### config.mk
export PLATFORM = sky130hd
export DESIGN_NAME = pipeline_hazard_ctrl
export DESIGN_NICKNAME = d
export VERILOG_FILES = /design/src/rtl/pipeline_hazard_ctrl.sv
export SDC_FILE = /design/constraint.sdc
export NUM_CORES = 1
export LEC_CHECK = 0
export CORE_MARGIN = 3
export CORE_UTILIZATION = 35
export CTS_BUF_LIST = sky130_fd_sc_hd__clkbuf_8
export DETAILED_ROUTE_END_ITERATION = 10
export GPL_ROUTABILITY_DRIVEN = 0
export PLACE_DENSITY = 0.68
export SLEW_MARGIN = 0
export SYNTH_ARGS = -nofsm -noshare
export SYNTH_HDL_FRONTEND = slang
export SYNTH_SLANG_ARGS = --single-unit
### constraint.sdc
create_clock -name clk -period 2.44 [get_ports clk]
set_clock_uncertainty 0.1 [all_clocks]
set_input_delay 0.488 -clock clk [delete_from_list [all_inputs] [get_ports clk]]
set_output_delay 0.488 -clock clk [all_outputs]
set_load 0.01 [all_outputs]
### src/rtl/pipeline_hazard_ctrl.sv
// Pipeline hazard controller for a 5-stage in-order core.
// Handles mul/div multi-cycle EX occupancy, EX redirects and load-use stalls.
// Also keeps a saturating count of the cycles in which the PC was held.
// MULDIV_LAT is the total EX occupancy of a mul/div op; legal range is 2..16.
module pipeline_hazard_ctrl #(
   parameter int MULDIV_LAT = 4
) (
   input  logic        clk,
   input  logic        rst,
   input  logic [4:0]  id_rs1,
   input  logic [4:0]  id_rs2,
   input  logic        id_uses_rs1,
   input  logic        id_uses_rs2,
   input  logic [4:0]  ex_rd,
   input  logic        ex_mem_read,
   input  logic        ex_redirect,
   input  logic        ex_muldiv_start,
   output logic        pc_stall,
   output logic        if_id_stall,
   output logic        id_ex_stall,
   output logic        if_id_flush,
   output logic        id_ex_flush,
   output logic        ex_mem_flush,
   output logic        busy,
   output logic        muldiv_done,
   output logic [15:0] stall_count
);

   typedef enum logic {
      IDLE = 1'b0,
      BUSY = 1'b1
   } state_t;

   state_t      state;
   state_t      state_next;
   logic [3:0]  cnt;
   logic [3:0]  cnt_next;
   logic        load_use;

   // The start cycle is already one cycle of the sequence, and the final
   // BUSY cycle is the one with cnt=0, so BUSY begins at MULDIV_LAT-2.
   localparam logic [3:0] CNT_START = 4'(MULDIV_LAT - 2);

   // A load in EX feeding a source the ID instruction actually reads; x0 never counts.
   always_comb begin
      load_use = 1'b0;
      if (ex_mem_read && (ex_rd != 5'd0)) begin
         load_use = (id_uses_rs1 && (id_rs1 == ex_rd)) ||
                    (id_uses_rs2 && (id_rs2 == ex_rd));
      end
   end

   // Next-state and control outputs; reset forces every control output low.
   always_comb begin
      state_next   = state;
      cnt_next     = cnt;
      pc_stall     = 1'b0;
      if_id_stall  = 1'b0;
      id_ex_stall  = 1'b0;
      if_id_flush  = 1'b0;
      id_ex_flush  = 1'b0;
      ex_mem_flush = 1'b0;
      busy         = 1'b0;
      muldiv_done  = 1'b0;
      if (rst) begin
         case (state)
            IDLE: begin
               if (ex_muldiv_start) begin
                  pc_stall     = 1'b1;
                  if_id_stall  = 1'b1;
                  id_ex_stall  = 1'b1;
                  ex_mem_flush = 1'b1;
                  busy         = 1'b1;
                  state_next   = BUSY;
                  cnt_next     = CNT_START;
               end else if (ex_redirect) begin
                  if_id_flush = 1'b1;
                  id_ex_flush = 1'b1;
               end else if (load_use) begin
                  pc_stall    = 1'b1;
                  if_id_stall = 1'b1;
                  id_ex_flush = 1'b1;
               end
            end
            BUSY: begin
               pc_stall     = 1'b1;
               if_id_stall  = 1'b1;
               id_ex_stall  = 1'b1;
               ex_mem_flush = 1'b1;
               busy         = 1'b1;
               if (cnt == 4'd0) begin
                  muldiv_done = 1'b1;
                  state_next  = IDLE;
               end else begin
                  cnt_next = cnt - 4'd1;
               end
            end
            default: begin
               state_next = IDLE;
               cnt_next   = 4'd0;
            end
         endcase
      end
   end

   // State and down-counter registers with synchronous active-low reset.
   always_ff @(posedge clk) begin
      if (!rst) begin
         state <= IDLE;
         cnt   <= 4'd0;
      end else begin
         state <= state_next;
         cnt   <= cnt_next;
      end
   end

   // Saturating count of cycles in which the PC was held.
   always_ff @(posedge clk) begin
      if (!rst) begin
         stall_count <= 16'd0;
      end else if (pc_stall && (stall_count != 16'hFFFF)) begin
         stall_count <= stall_count + 16'd1;
      end
   end

endmodule

==> metrics.csv, run 1 <==
metric,value,unit
status,completed,
cell leakage power,0.767,nW
antenna violation net count after detailed routing,0,
die width,65.6,um
DIE AREA,4300,um^2
hpwl dp,2760,um
setup_tns,0,ns
Starting DRT DRC Count,54,
Worst Tran Pin Value,0.373,ns
total design power,0.773,mW
Clock Latency Late Sink,0.26,ns
Int Pwr,0.561,mW
hold_sp,stall_count[6],
Post-synth EDFFs,0,
CP max FO,3,
htree depth,1,
Crit path required time,1.85,ns
Seq pwr share,0.468,
dpl cells,243,
# setup viols final,0,
DRT Pass-1 Iters,4,
"Worst Setup Slack, final",0.0528,ns
Worst IR Drop VDD,317,uV
Synth Area per Inst,8.39,um^2
via/cell ratio,5.29,
Area contributors post-synth,"dfxtp_1 34%, xor2_1 6.4%, mux2i_1 4.0%",
CP Class,in2out,
crit share post-route,0.978,
WL per Instance,14.4,um
highest metal used,met4,
Worst slew margin,0.750,
gr ovfl total,0,
slowest CP cell,or4_4,
Root Driver,clkbuf_8,
RSZ-0062 raised after global routing,true,
Pwr Density,397,nW/um^2
Final Instance Count excl. Fillers,253,
initial antenna violation count,0,
worst hold path class,reg2reg,
Detailed Route WL,3650,um
DR WL met3,145,um
post-synth top area share,0.339,
Tot GR Track Use,0.174,
register area share after synthesis,0.339,
"commonest non-fill, non-tap cell in the layout",clkdlybuf4s50_1,
Final Slew Violations,0,
largest stage delay on the critical path,0.54,ns
WP data arrival,1.80,ns
r2r startpoint,stall_count[0],
Sw Ratio,0.274,
hold_buf cts,0,
fmax,0.419,GHz
number of global-route vias before repair,1300,
Post-synth ARST share,0,
clock tree buffer depth,2,
Synth cell types,41,
routed wl met2,1840,um
CP startpoint,ex_rd[4],
CORE AREA,3200,um^2
Mapped Nets,172,
nets@finish,234,
largest net degree at the start of global routing,21,
NetSw,0.212,mW
row count,20,
clock network power share,0.297,
drt drc,0,
routed metal-1 wire length,1650,um
die height,65.6,um
TritonCTS Buffers,3,
critical path endpoint category,output pin,
"FF+latch count, synth",21,
CTS sink count,21,
MaxCap Viol Count,0,
n_diodes,0,
final design area excluding fillers,1940,um^2
"Top FF cell, synth",dfxtp_1,
most frequent cells in the layout,"24 x clkdlybuf4s50_1, 21 x dfxtp_1, 19 x buf_4, 12 x dlygate4sd2_1, 11 x nand2_1",
Final Util,0.607,
"CTS clk-pin slew, worst paths",0.07,ns
Worst setup SP type,input port,
Mapped Cells,148,
synth-to-layout area growth,56.7,%
post-placement cell area,1800,um^2
io pins,46,
Post-Place Setup Slack,-0.648,ns
first-pass GRT wire length,5880,um
Vias,1338,
crit-path cells,buf_2 > or4_4 > o21ai_4 > or2_1 > o21a_1 > inv_2 > buf_6,
Period minus WS final,2.39,ns
WP buf/inv,3,
Worst path top cell family by delay,simple AND/OR/NAND/NOR gates,
"area leader, netlist",dfxtp_1,
CTS tree,done,
WHS,0.400,ns
share of cells above drive strength 1,0.196,
# port buffers,45,
"Hold Vio Cnt, Final",0,
# fillers,291,
Gate power share,0.235,
YS warnings,0,
initial core utilization,0.387,
post-synthesis cell area,1240,um^2
## state kept, by name (all words and copies together), names as in the netlist
name         flops
stall_count     16
state            1
cnt              4
## layer usage
metal	vias to the layer above	track usage
li1	670	-
met1	635	0.221
met2	31	0.303
met3	2	0.0393
met4	0	0.0259
met5	-	0
## synth_stat cells (5+ instances only)
| master | number |
|---|---|
| xor2_1 | 9 |
| nand2b_1 | 5 |
| a21oi_1 | 8 |
| inv_1 | 6 |
| nor2_1 | 8 |
| dfxtp_1 | 21 |
| and3_1 | 5 |
| mux2i_1 | 5 |
| nand2_1 | 11 |
| nand3_1 | 9 |
| nor4_1 | 6 |
## cell families after synthesis
group,Yosys count,synth area share
muxes,5,0.0403
DFF,21,0.339
adders and majority gates,2,0.0202
and+or+nand+nor,59,0.259
buffers and inverters,17,0.0685
AOI/OAI and AO/OA,32,0.188
xor gates and xnor gates,12,0.0847
## path summary, 6_finish.rpt
path | depth (start not counted) | endpoint | slack [ns]
hold / removal | 2 | stall_count[6] | 0.40
setup reg to reg | 7 | stall_count[5] | 0.28
setup / recovery | 7 | pc_stall | 0.05
hold reg to reg | 2 | stall_count[6] | 0.40
## power groups by stage
stage,combinational (mW),sequential [mW],clock [mW]
after floorplan,0.0793,0.368,0
after global placement,0.161,0.369,0
after detailed placement,0.168,0.370,0
after CTS,0.170,0.362,0.234
after global routing,0.196,0.364,0.249
final,0.181,0.362,0.229
## cell type report
type,count,area (um^2),share of cell area
clock buffer,3,41.3,0.0212
clock inverter,1,5.00,0.00257
inverter,8,30.0,0.0154
multi-input combinational,110,810,0.416
sequential,21,420,0.216
tap,44,55.1,0.0283
timing repair buffer,66,583,0.300
## repair_timing
action,in CTS,in global routing
setup buffers,5,1
resized for setup,52,8
setup endpoints to repair,19,12
pin swaps,13,8
## worst min-delay path, stage by stage, from the launching register on
cell	delay [ns]
dfxtp_1	0.34
nand2_1	0.06
mux2i_1	0.06
Power figures use the tool's default switching activity.
==> run 2: changes to the inputs <==
--- a/config.mk
+++ b/config.mk
@@ -10,6 +10,7 @@
 export CTS_BUF_LIST = sky130_fd_sc_hd__clkbuf_8
 export DETAILED_ROUTE_END_ITERATION = 10
 export GPL_ROUTABILITY_DRIVEN = 0
+export HOLD_SLACK_MARGIN = 0.12
 export PLACE_DENSITY = 0.68
 export SLEW_MARGIN = 0
 export SYNTH_ARGS = -nofsm -noshare
==> results of run 2 <==
No change in the layout: final DEF, timing and power equal those of run 1.
